===== src/rtl/csa_acc_tree_if.sv =====
// Beat/result handshake bundle for csa_acc_tree: operand beats in, signed group results out.
interface csa_acc_tree_if #(
    parameter int unsigned N     = 8,
    parameter int unsigned W     = 8,
    parameter int unsigned OUT_W = 24
);
    logic [N*W-1:0]   in_data;
    logic             in_valid;
    logic             in_first;
    logic             in_last;
    logic             in_ready;
    logic [OUT_W-1:0] out_data;
    logic             out_ovf;
    logic             out_valid;
    logic             out_ready;

    modport master (
        output in_data, in_valid, in_first, in_last, out_ready,
        input  in_ready, out_data, out_ovf, out_valid
    );

    modport slave (
        input  in_data, in_valid, in_first, in_last, out_ready,
        output in_ready, out_data, out_ovf, out_valid
    );
endinterface


===== src/rtl/csa_acc_tree.sv =====
// Carry-save reduction of N signed operands per beat, accumulated across a first..last group.
// Pipeline: beat capture -> CSA tree to sum/carry -> final add + accumulate + overflow tracking.
module csa_acc_tree #(
    parameter int unsigned N     = 8,
    parameter int unsigned W     = 8,
    parameter int unsigned OUT_W = 24
) (
    input  logic           clk,
    input  logic           reset_n,
    csa_acc_tree_if.slave  bus
);
    // Enough 3:2 levels to bring 16 vectors down to 2 (16-11-8-6-4-3-2).
    localparam int unsigned MAX_LVL = 6;

    if (OUT_W < W + $clog2(N)) begin : g_width_chk
        $error("csa_acc_tree: OUT_W too narrow for N operands of W bits");
    end
    if (N < 4 || N > 16) begin : g_n_chk
        $error("csa_acc_tree: N must be within 4..16");
    end

    logic [N*W-1:0]   s0_data_q, s0_data_d;
    logic             s0_valid_q, s0_valid_d, s0_first_q, s0_first_d, s0_last_q, s0_last_d;
    logic [OUT_W-1:0] s1_sum_q, s1_sum_d, s1_carry_q, s1_carry_d;
    logic             s1_valid_q, s1_valid_d, s1_first_q, s1_first_d, s1_last_q, s1_last_d;
    logic [OUT_W-1:0] acc_q, acc_d, out_data_q, out_data_d;
    logic             ovf_acc_q, ovf_acc_d, out_ovf_q, out_ovf_d, out_valid_q, out_valid_d;

    logic             stall_c;
    logic [OUT_W-1:0] red [N];
    logic [OUT_W-1:0] nxt [N];
    logic [OUT_W-1:0] ca, cb, cc;
    int unsigned      cnt, grp, rem;
    logic [OUT_W-1:0] csa_sum_c, csa_carry_c;
    logic [OUT_W-1:0] partial_c, base_c, total_c;
    logic             ovf_evt_c, grp_ovf_c;

    assign stall_c      = out_valid_q & ~bus.out_ready;
    assign bus.in_ready = ~stall_c;
    assign bus.out_data = out_data_q;
    assign bus.out_ovf  = out_ovf_q;
    assign bus.out_valid = out_valid_q;

    // Wallace-style reduction: each level compresses triples into sum + shifted majority.
    always_comb begin
        ca  = '0;
        cb  = '0;
        cc  = '0;
        grp = 0;
        rem = 0;
        cnt = N;
        for (int unsigned i = 0; i < N; i++) begin
            red[i] = OUT_W'($signed(s0_data_q[i*W +: W]));
            nxt[i] = '0;
        end
        for (int unsigned l = 0; l < MAX_LVL; l++) begin
            if (cnt > 2) begin
                grp = cnt / 3;
                rem = cnt - 3 * grp;
                for (int unsigned k = 0; k < N; k++) begin
                    nxt[k] = '0;
                end
                for (int unsigned k = 0; k < N / 3; k++) begin
                    if (k < grp) begin
                        ca = red[3*k];
                        cb = red[3*k+1];
                        cc = red[3*k+2];
                        nxt[2*k]   = ca ^ cb ^ cc;
                        nxt[2*k+1] = ((ca & cb) | (ca & cc) | (cb & cc)) << 1;
                    end
                end
                for (int unsigned r = 0; r < 2; r++) begin
                    if (r < rem) begin
                        nxt[2*grp+r] = red[3*grp+r];
                    end
                end
                for (int unsigned k = 0; k < N; k++) begin
                    red[k] = nxt[k];
                end
                cnt = 2 * grp + rem;
            end
        end
        csa_sum_c   = red[0];
        csa_carry_c = red[1];
    end

    // Final carry-propagate add and group accumulation; overflow is a same-sign add flipping sign.
    always_comb begin
        partial_c = s1_sum_q + s1_carry_q;
        base_c    = s1_first_q ? '0 : acc_q;
        total_c   = base_c + partial_c;
        ovf_evt_c = (base_c[OUT_W-1] == partial_c[OUT_W-1]) && (total_c[OUT_W-1] != base_c[OUT_W-1]);
        grp_ovf_c = s1_first_q ? ovf_evt_c : (ovf_acc_q | ovf_evt_c);
    end

    // Everything holds under stall. acc is zero out of reset, so the first post-reset beat
    // accumulates from zero whether or not it carries in_first.
    always_comb begin
        s0_data_d   = s0_data_q;
        s0_valid_d  = s0_valid_q;
        s0_first_d  = s0_first_q;
        s0_last_d   = s0_last_q;
        s1_sum_d    = s1_sum_q;
        s1_carry_d  = s1_carry_q;
        s1_valid_d  = s1_valid_q;
        s1_first_d  = s1_first_q;
        s1_last_d   = s1_last_q;
        acc_d       = acc_q;
        ovf_acc_d   = ovf_acc_q;
        out_data_d  = out_data_q;
        out_ovf_d   = out_ovf_q;
        out_valid_d = out_valid_q;
        if (!stall_c) begin
            s0_valid_d = bus.in_valid;
            if (bus.in_valid) begin
                s0_data_d  = bus.in_data;
                s0_first_d = bus.in_first;
                s0_last_d  = bus.in_last;
            end
            s1_valid_d = s0_valid_q;
            if (s0_valid_q) begin
                s1_sum_d   = csa_sum_c;
                s1_carry_d = csa_carry_c;
                s1_first_d = s0_first_q;
                s1_last_d  = s0_last_q;
            end
            out_valid_d = s1_valid_q & s1_last_q;
            if (s1_valid_q) begin
                if (s1_last_q) begin
                    out_data_d = total_c;
                    out_ovf_d  = grp_ovf_c;
                    acc_d      = '0;
                    ovf_acc_d  = 1'b0;
                end else begin
                    acc_d      = total_c;
                    ovf_acc_d  = grp_ovf_c;
                end
            end
        end
    end

    always_ff @(posedge clk or negedge reset_n) begin
        if (!reset_n) begin
            s0_data_q   <= '0;
            s0_valid_q  <= 1'b0;
            s0_first_q  <= 1'b0;
            s0_last_q   <= 1'b0;
            s1_sum_q    <= '0;
            s1_carry_q  <= '0;
            s1_valid_q  <= 1'b0;
            s1_first_q  <= 1'b0;
            s1_last_q   <= 1'b0;
            acc_q       <= '0;
            ovf_acc_q   <= 1'b0;
            out_data_q  <= '0;
            out_ovf_q   <= 1'b0;
            out_valid_q <= 1'b0;
        end else begin
            s0_data_q   <= s0_data_d;
            s0_valid_q  <= s0_valid_d;
            s0_first_q  <= s0_first_d;
            s0_last_q   <= s0_last_d;
            s1_sum_q    <= s1_sum_d;
            s1_carry_q  <= s1_carry_d;
            s1_valid_q  <= s1_valid_d;
            s1_first_q  <= s1_first_d;
            s1_last_q   <= s1_last_d;
            acc_q       <= acc_d;
            ovf_acc_q   <= ovf_acc_d;
            out_data_q  <= out_data_d;
            out_ovf_q   <= out_ovf_d;
            out_valid_q <= out_valid_d;
        end
    end
endmodule

===== src/flat_wrapper.sv =====
// flat-port wrapper written by rule: the top's interface ports become plain ports
module csa_acc_tree_flat 
#(
    parameter int unsigned N     = 8,
    parameter int unsigned W     = 8,
    parameter int unsigned OUT_W = 24
)
  (clk, reset_n, bus_in_data, bus_in_valid, bus_in_first, bus_in_last, bus_out_ready, bus_in_ready, bus_out_data, bus_out_ovf, bus_out_valid);
  csa_acc_tree_if #(.N(N), .W(W), .OUT_W(OUT_W)) bus_i ();
  input  logic clk;
  input  logic reset_n;
  input wire logic [$bits(bus_i.in_data)-1:0] bus_in_data;
  input wire logic [$bits(bus_i.in_valid)-1:0] bus_in_valid;
  input wire logic [$bits(bus_i.in_first)-1:0] bus_in_first;
  input wire logic [$bits(bus_i.in_last)-1:0] bus_in_last;
  input wire logic [$bits(bus_i.out_ready)-1:0] bus_out_ready;
  output wire logic [$bits(bus_i.in_ready)-1:0] bus_in_ready;
  output wire logic [$bits(bus_i.out_data)-1:0] bus_out_data;
  output wire logic [$bits(bus_i.out_ovf)-1:0] bus_out_ovf;
  output wire logic [$bits(bus_i.out_valid)-1:0] bus_out_valid;
  assign bus_i.in_data = bus_in_data;
  assign bus_i.in_valid = bus_in_valid;
  assign bus_i.in_first = bus_in_first;
  assign bus_i.in_last = bus_in_last;
  assign bus_i.out_ready = bus_out_ready;
  assign bus_in_ready = bus_i.in_ready;
  assign bus_out_data = bus_i.out_data;
  assign bus_out_ovf = bus_i.out_ovf;
  assign bus_out_valid = bus_i.out_valid;
  csa_acc_tree #(.N(N), .W(W), .OUT_W(OUT_W)) u_core (.clk(clk), .reset_n(reset_n), .bus(bus_i));
endmodule

===== config.mk =====
export PLATFORM = sky130hd
export DESIGN_NAME = csa_acc_tree_flat
export DESIGN_NICKNAME = d
export VERILOG_FILES = /design/src/rtl/csa_acc_tree_if.sv /design/src/rtl/csa_acc_tree.sv /design/src/flat_wrapper.sv
export SDC_FILE = /design/constraint.sdc
export NUM_CORES = 1
export LEC_CHECK = 0
export ABC_AREA = 1
export CORE_AREA = 4 4 164 166
export CTS_BUF_LIST = sky130_fd_sc_hd__clkbuf_8
export CTS_CLUSTER_DIAMETER = 120
export DETAILED_ROUTE_END_ITERATION = 16
export DIE_AREA = 0 0 168 170
export GPL_TIMING_DRIVEN = 0
export PLACE_DENSITY_LB_ADDON = 0.08
export SYNTH_ARGS = -nofsm -noshare
export SYNTH_HDL_FRONTEND = slang
export SYNTH_SLANG_ARGS = --single-unit
export TNS_END_PERCENT = 50

===== constraint.sdc =====
create_clock -name clk -period 2.9 [get_ports clk]
set_clock_uncertainty 0.1 [all_clocks]
set_input_delay 0.58 -clock clk [delete_from_list [all_inputs] [get_ports clk]]
set_output_delay 0.58 -clock clk [all_outputs]
set_load 0.1 [all_outputs]

==> reports/qor.txt, run 1 <==
First-pass GRT wire length -> 34.6 mm
Post-layout min period -> 3.14 ns
Fin. max-slew vios -> 0
Most common cell after layout, fill and taps aside -> dfrtp_1
Mapped Nets -> 1094
Fin cells -> 1426
Area grow syn2layout -> 33.6%
Multi-input logic area -> 5370 µm²
GR Util All Layers -> 15.3%
Largest net degree at the start of global routing -> 73
Die W -> 168 µm
Required @ worst endpoint -> 3.16 ns
# setup viols final -> 43
Worst-case clock buffer depth -> 2
Final hold violations -> 0
Grt total ovfl -> 0
Failing checks -> negative setup slack
N_diodes -> 0
CTS clk-pin slew, worst paths -> 0.11 ns
Slew margin rel. -> 34.8%
Worst Path Arrival -> 3.40 ns
Placed Cells -> 1367
Hold-fix buffers at CTS -> 0
XOR/XNOR Fraction of Synth Area -> 1.70%
Die ar. -> 28600 µm²
Design Area, Final -> 11700 µm²
WL per Instance -> 15.3 µm
Initial cell density of the core -> 34.1%
Area post-placement -> 10200 µm²
Vias -> 6642
Max_cap viols -> 0
Post-synthesis adder-cell area fraction -> 17.3%
Drt first-iter violations -> 269
FP Rows -> 59
Mux cell area share after synthesis -> 9.40%
Layout cells sized above 1 -> 32.9%
Hold Path Class -> in2async
Status -> finished with violations
Root Driver -> clkbuf_8
Via/cell ratio -> 4.66
Initial antenna violation count -> 1
Main combinational cell family by area after synthesis -> adder cells
Residual DRC -> 0
Distinct cells, synth -> 36
Fmax -> 319 MHz
Fin nets -> 1237
Number of port buffers -> 96
Io pins -> 97
Worst setup SP type -> flip-flop
Syn_area_per_cell -> 9.35 µm²
Filler cell count -> 2485
Pre-Repair DR Iteration Count -> 5
Pre-CTS setup slack -> -0.587 ns
Synth Area in Compound Gates -> 6.38%
TritonCTS clock tree -> done
Post-synthesis simple-gate area fraction -> 16.4%
CTS buffer count -> 17
DP HPWL -> 16.3 mm
Critical-path maximum fanout -> 2
RSZ-0062 raised after global routing -> true
CP Capture Type -> flip-flop
Register area -> 3560 µm²
Vert. Die Dim -> 170 µm
Worst-Skew Late Latency -> 0.47 ns
Register area share after synthesis -> 40.6%
Final wirelength -> 21.8 mm
Gp weighted congestion -> 0.885
Final ANT Viol Nets -> 0
Worst Setup Path Type -> reg2reg
Commonest cells after routing, fill and taps aside -> dfrtp_1, nand2_1, inv_1
Syn. warnings -> 0
CTS HTree Levels -> 4
Fin crit share -> 108%
Post-Syn Instances -> 935
Worst Max-Slew Pin Slew -> 0.974 ns
Clk sinks -> 142
Seq cells post-synth -> 142
Final setup margin -> -0.238 ns
Core ar. -> 25600 µm²
Number of global-route vias before repair -> 6821
Cell Area, Synth -> 8740 µm²
==> synthesized netlist by cell type <==
cell      instances  area [µm²]
inv_1           153         574
or2_2             1        6.26
buf_4             6        45.0
o21ai_1           4        20.0
a21oi_1          44         220
nand2_4           1        11.3
xnor2_1           9        78.8
nand4_1          11        68.8
o21bai_2          1        11.3
buf_1             1        3.75
o21ai_2           1        8.76
buf_2             8        40.0
nor3_1            3        15.0
or2_1             1        6.26
nand2_1         183         687
o21ai_0          33         165
o21a_1            1        7.51
a21oi_2           4        35.0
fa_1             53        1060
dfrtp_1         142        3550
xor2_1            8        70.1
mux2_2           73         822
clkbuf_1          4        15.0
nor2_1           67         251
ha_1             36         450
nand3_1          43         215
nand3_2           3        30.0
nand3b_1          3        22.5
nand2_2          12        75.1
o211ai_2          1        12.5
buf_6             2        22.5
o21bai_1          1        7.51
inv_2             4        15.0
a21boi_0          1        7.51
nor2_2            7        43.8
o22ai_1          10        62.6
==> per-stage QoR <==
step,hold slack [ns],util (%),TNS [ns]
2_1_floorplan,0.184,-,-0.812
3_3_place_gp,0.362,39.6,-736.67
3_5_place_dp,0.365,39.7,-16.10
4_1_cts,0.0354,42.8,-6.40
5_1_grt,0.0737,45.6,-11.87
6_report,0.0321,45.6,-5.16
==> worst max-delay path, cell delays in order (launching register included) <==
cell     delay [ns]
dfrtp_1        0.41
fa_1           0.56
inv_1          0.06
fa_1           0.55
inv_2          0.06
fa_2           0.61
fa_2           0.42
mux2_2         0.26
==> per-layer routing <==
layer | routed length (µm) | up-vias | GRT usage [%]
met5 | 13 | - | 0
met4 | 415 | 2 | 4.52
met3 | 785 | 31 | 2.72
met2 | 10500 | 146 | 25.9
met1 | 10100 | 3209 | 20.0
li1 | - | 3254 | -
==> cell type report <==
type	count	share of cell area, %
multi-input combinational	615	46.0
inverter	157	5.09
buffer	20	1.12
tap	335	3.59
clock buffer	18	2.12
timing repair buffer	125	10.5
sequential	142	30.4
clock inverter	14	1.22
==> final timing paths <==
kind / from / to / slack (ns) / cells after the start
worst max register to register: u_core.s0_data_q[7] / u_core.s1_sum_q[22] / -0.24 / 7
worst max-delay path: u_core.s0_data_q[7] / u_core.s1_sum_q[22] / -0.24 / 7
worst min register to register: u_core.bus.out_data[20] / u_core.bus.out_data[20] / 0.39 / 2
min in group clk: u_core.bus.out_data[20] / u_core.bus.out_data[20] / 0.39 / 2
max in group asynchronous: reset_n / u_core.s1_first_q / 1.82 / 2
worst min-delay path: reset_n / u_core.bus.out_data[12] / 0.03 / 1
==> cell families (layout without fill, tap and decap cells) <==
family | after synthesis | count (layout)
XOR/XNOR | 17 | 17
multiplexers | 73 | 73
buffers and inverters | 178 | 334
adder cells (fa/ha/maj) | 89 | 89
flip-flops | 142 | 142
AND/OR/NAND/NOR | 335 | 335
AO/OA/AOI/OAI | 101 | 101
==> registers in the layout, summed over array words and instances (netlist names) <==
name	cells
u_core.bus.out_valid	1
u_core.acc_q	24
u_core.s1_last_q	1
u_core.bus.out_ovf	1
u_core.s1_valid_q	1
u_core.s0_first_q	1
u_core.s1_first_q	1
u_core.s0_last_q	1
u_core.ovf_acc_q	1
u_core.bus.out_data	24
u_core.s1_carry_q	10
u_core.s1_sum_q	11
u_core.s0_data_q	64
u_core.s0_valid_q	1
==> repair_timing <==
item                       4_1_cts  5_1_grt
pin swaps                       44       77
setup buffers                   14       14
gates resized for setup         89      163
setup endpoints to repair       59       58
cloned                           0        0
Power of run 1 is left out: the tool's default activity adds up to more than one toggle a clock period on the data nets, which glitch-free logic cannot reach.
==> run 2: changes to the inputs <==
--- a/config.mk
+++ b/config.mk
@@ -6,13 +6,14 @@
 export NUM_CORES = 1
 export LEC_CHECK = 0
 export ABC_AREA = 1
-export CORE_AREA = 4 4 164 166
+export CORE_AREA = 4 4 117 231
 export CTS_BUF_LIST = sky130_fd_sc_hd__clkbuf_8
 export CTS_CLUSTER_DIAMETER = 120
 export DETAILED_ROUTE_END_ITERATION = 16
-export DIE_AREA = 0 0 168 170
+export DIE_AREA = 0 0 121 235
 export GPL_TIMING_DRIVEN = 0
 export PLACE_DENSITY_LB_ADDON = 0.08
+export SKIP_CTS_REPAIR_TIMING = 1
 export SYNTH_ARGS = -nofsm -noshare
 export SYNTH_HDL_FRONTEND = slang
 export SYNTH_SLANG_ARGS = --single-unit
==> run 2 against run 1 <==
The run still ends with negative setup slack left. Register-to-register slack lost 0.17 ns. Clock-buffer cell count increased by 4. Sequential cell count unchanged. Critical endpoint is now u_core.bus.out_data[22].
==> reports/qor.txt, run 2 (synthesized netlist as in run 1, its figures left out) <==
Placed Cells -> 1368 (was 1367)
Commonest cells after routing, fill and taps aside -> nand2_1, dfrtp_1, inv_1 (was dfrtp_1, nand2_1, inv_1)
Max reg flops -> 64 (unchanged)
CTS clk-pin slew, worst paths -> 0.08 ns (was 0.11 ns)
Worst Setup Path Type -> reg2reg (unchanged)
Fmax -> 303 MHz (was 319 MHz)
Worst-case clock buffer depth -> 2 (unchanged)
Initial antenna violation count -> 0 (was 1)
Worst hold margin -> 0.0182 ns (was 0.0321 ns)
Post-layout min period -> 3.30 ns (was 3.14 ns)
Die ar. -> 28400 µm² (was 28600 µm²)
Status -> finished with violations (unchanged)
Worst Max-Slew Pin Slew -> 1.02 ns (was 0.974 ns)
Final hold violations -> 0 (unchanged)
Area grow syn2layout -> 28.9% (was 33.6%)
Gp weighted congestion -> 0.927 (was 0.885)
Crit path to -> u_core.bus.out_data[22] (was u_core.s1_sum_q[22])
CP Capture Type -> flip-flop (unchanged)
Fin nets -> 1229 (was 1237)
N_diodes -> 0 (unchanged)
GR Util All Layers -> 17.9% (was 15.3%)
Final ANT Viol Nets -> 0 (unchanged)
Number of port buffers -> 96 (unchanged)
Pre-Repair DR Iteration Count -> 4 (was 5)
Worst Reg-to-Reg Cells -> 17 (was 7)
Largest reg by FF count -> u_core.s0_data_q (unchanged)
CTS buffer count -> 17 (unchanged)
Max_cap viols -> 0 (unchanged)
Worst-Skew Late Latency -> 0.49 ns (was 0.47 ns)
Residual DRC -> 0 (unchanged)
Layout cells sized above 1 -> 26.4% (was 32.9%)
Critical-path maximum fanout -> 6 (was 2)
Required @ worst endpoint -> 3.18 ns (was 3.16 ns)
Vias -> 6653 (was 6642)
Vert. Die Dim -> 235 µm (was 170 µm)
First-pass GRT wire length -> 38.1 mm (was 34.6 mm)
WL per Instance -> 17.4 µm (was 15.3 µm)
Final wirelength -> 24.7 mm (was 21.8 mm)
Pre-CTS setup slack -> -0.797 ns (was -0.587 ns)
CTS HTree Levels -> 4 (unchanged)
Die W -> 121 µm (was 168 µm)
Filler cell count -> 2524 (was 2485)
Multi-input logic area -> 5020 µm² (was 5370 µm²)
Root Driver -> clkbuf_8 (unchanged)
Number of global-route vias before repair -> 7099 (was 6821)
Fin crit share -> 114% (was 108%)
RSZ-0062 raised after global routing -> true (unchanged)
Failing checks -> negative setup slack (unchanged)
Clk sinks -> 142 (unchanged)
Hold Path Class -> in2async (unchanged)
Core ar. -> 25100 µm² (was 25600 µm²)
Register area -> 3550 µm² (was 3560 µm²)
Fin cells -> 1417 (was 1426)
TritonCTS clock tree -> done (unchanged)
Critical R2R Launch -> u_core.s1_sum_q[5] (was u_core.s0_data_q[7])
R2R Path End -> u_core.bus.out_data[22] (was u_core.s1_sum_q[22])
Flop-to-flop setup slack -> -0.40 ns (was -0.24 ns)
DP HPWL -> 19.9 mm (was 16.3 mm)
Via/cell ratio -> 4.70 (was 4.66)
FP Rows -> 82 (was 59)
Drt first-iter violations -> 213 (was 269)
Worst Path Arrival -> 3.59 ns (was 3.40 ns)
Worst setup SP type -> flip-flop (unchanged)
# setup viols final -> 41 (was 43)
CP startpoint -> u_core.s1_sum_q[5] (was u_core.s0_data_q[7])
Initial cell density of the core -> 34.8% (was 34.1%)
Io pins -> 97 (unchanged)
Final setup margin -> -0.404 ns (was -0.238 ns)
Grt total ovfl -> 0 (unchanged)
Most common cell after layout, fill and taps aside -> nand2_1 (was dfrtp_1)
Largest net degree at the start of global routing -> 73 (unchanged)
Fin. max-slew vios -> 0 (unchanged)
Slew margin rel. -> 31.6% (was 34.8%)
run 2: cell types whose count changed in the layout (fill, tap and decap cells not counted), sizes merged, moves of 2 or more:
cell,before,now
clkbuf,20,25
clkinv,4,2
buf,48,39
bufinv,0,3
inv,167,160
run 2: critical path, stage by stage, from the launching register on:
cell and delay (ns):
dfrtp_1 0.42, ha_4 0.30, a21oi_2 0.06, o21a_1 0.21
a21oi_2 0.17, nand2_2 0.10, a21oi_4 0.27, o21ai_1 0.12
ha_2 0.40, nand2_4 0.10, nor2_4 0.17, nand2_2 0.07
inv_2 0.05, nand4_1 0.27, nand3_1 0.19, nand2_1 0.09
nand3_1 0.08, nand2_1 0.05
run 2: cell type report:
| type | count | area share (%) |
|---|---|---|
| buffer | 20 | 1.14 |
| clock buffer | 22 | 2.69 |
| tap | 336 | 3.73 |
| inverter | 157 | 5.25 |
| multi-input combinational | 615 | 44.5 |
| timing repair buffer | 117 | 10.1 |
| clock inverter | 8 | 1.02 |
| sequential | 142 | 31.5 |
run 2: per-stage QoR:
stage | cell area, µm² | utilization (%) | setup TNS [ns]
2_1_floorplan | 8750 | - | -0.812
3_3_place_gp | 10100 | 40.3 | -736.87
3_5_place_dp | 10200 | 40.4 | -22.96
4_1_cts | 10600 | 42.1 | -24.02
5_1_grt | 11300 | 44.8 | -12.46
6_report | 11300 | 44.8 | -6.52
run 2: per-layer routing:
metal  share of wire, %  vias up  wire (µm)  global-route usage (%)
li1                   -     3237          -                       -
met1                 32     3218       7980                    16.2
met2                 58      134      14400                    34.8
met3                2.8       64        698                    3.39
met4                6.5        0       1610                    11.8
met5                  0        -          0                       0
run 2: how the worst min path moves through the flow:
stage / start / endpoint / slack [ns] / depth (start not counted)
after floorplan: reset_n / u_core.acc_q[0] / 0.18 / 0
after global placement: u_core.bus.out_data[16] / u_core.bus.out_data[16] / 0.36 / 2
after detailed placement: u_core.bus.out_data[19] / u_core.bus.out_data[19] / 0.37 / 2
after CTS: reset_n / u_core.s0_data_q[48] / 0.01 / 1
after global routing: reset_n / u_core.bus.out_data[15] / 0.05 / 1
final: reset_n / u_core.bus.out_data[13] / 0.02 / 1
Power of run 2 is left out for the same reason.
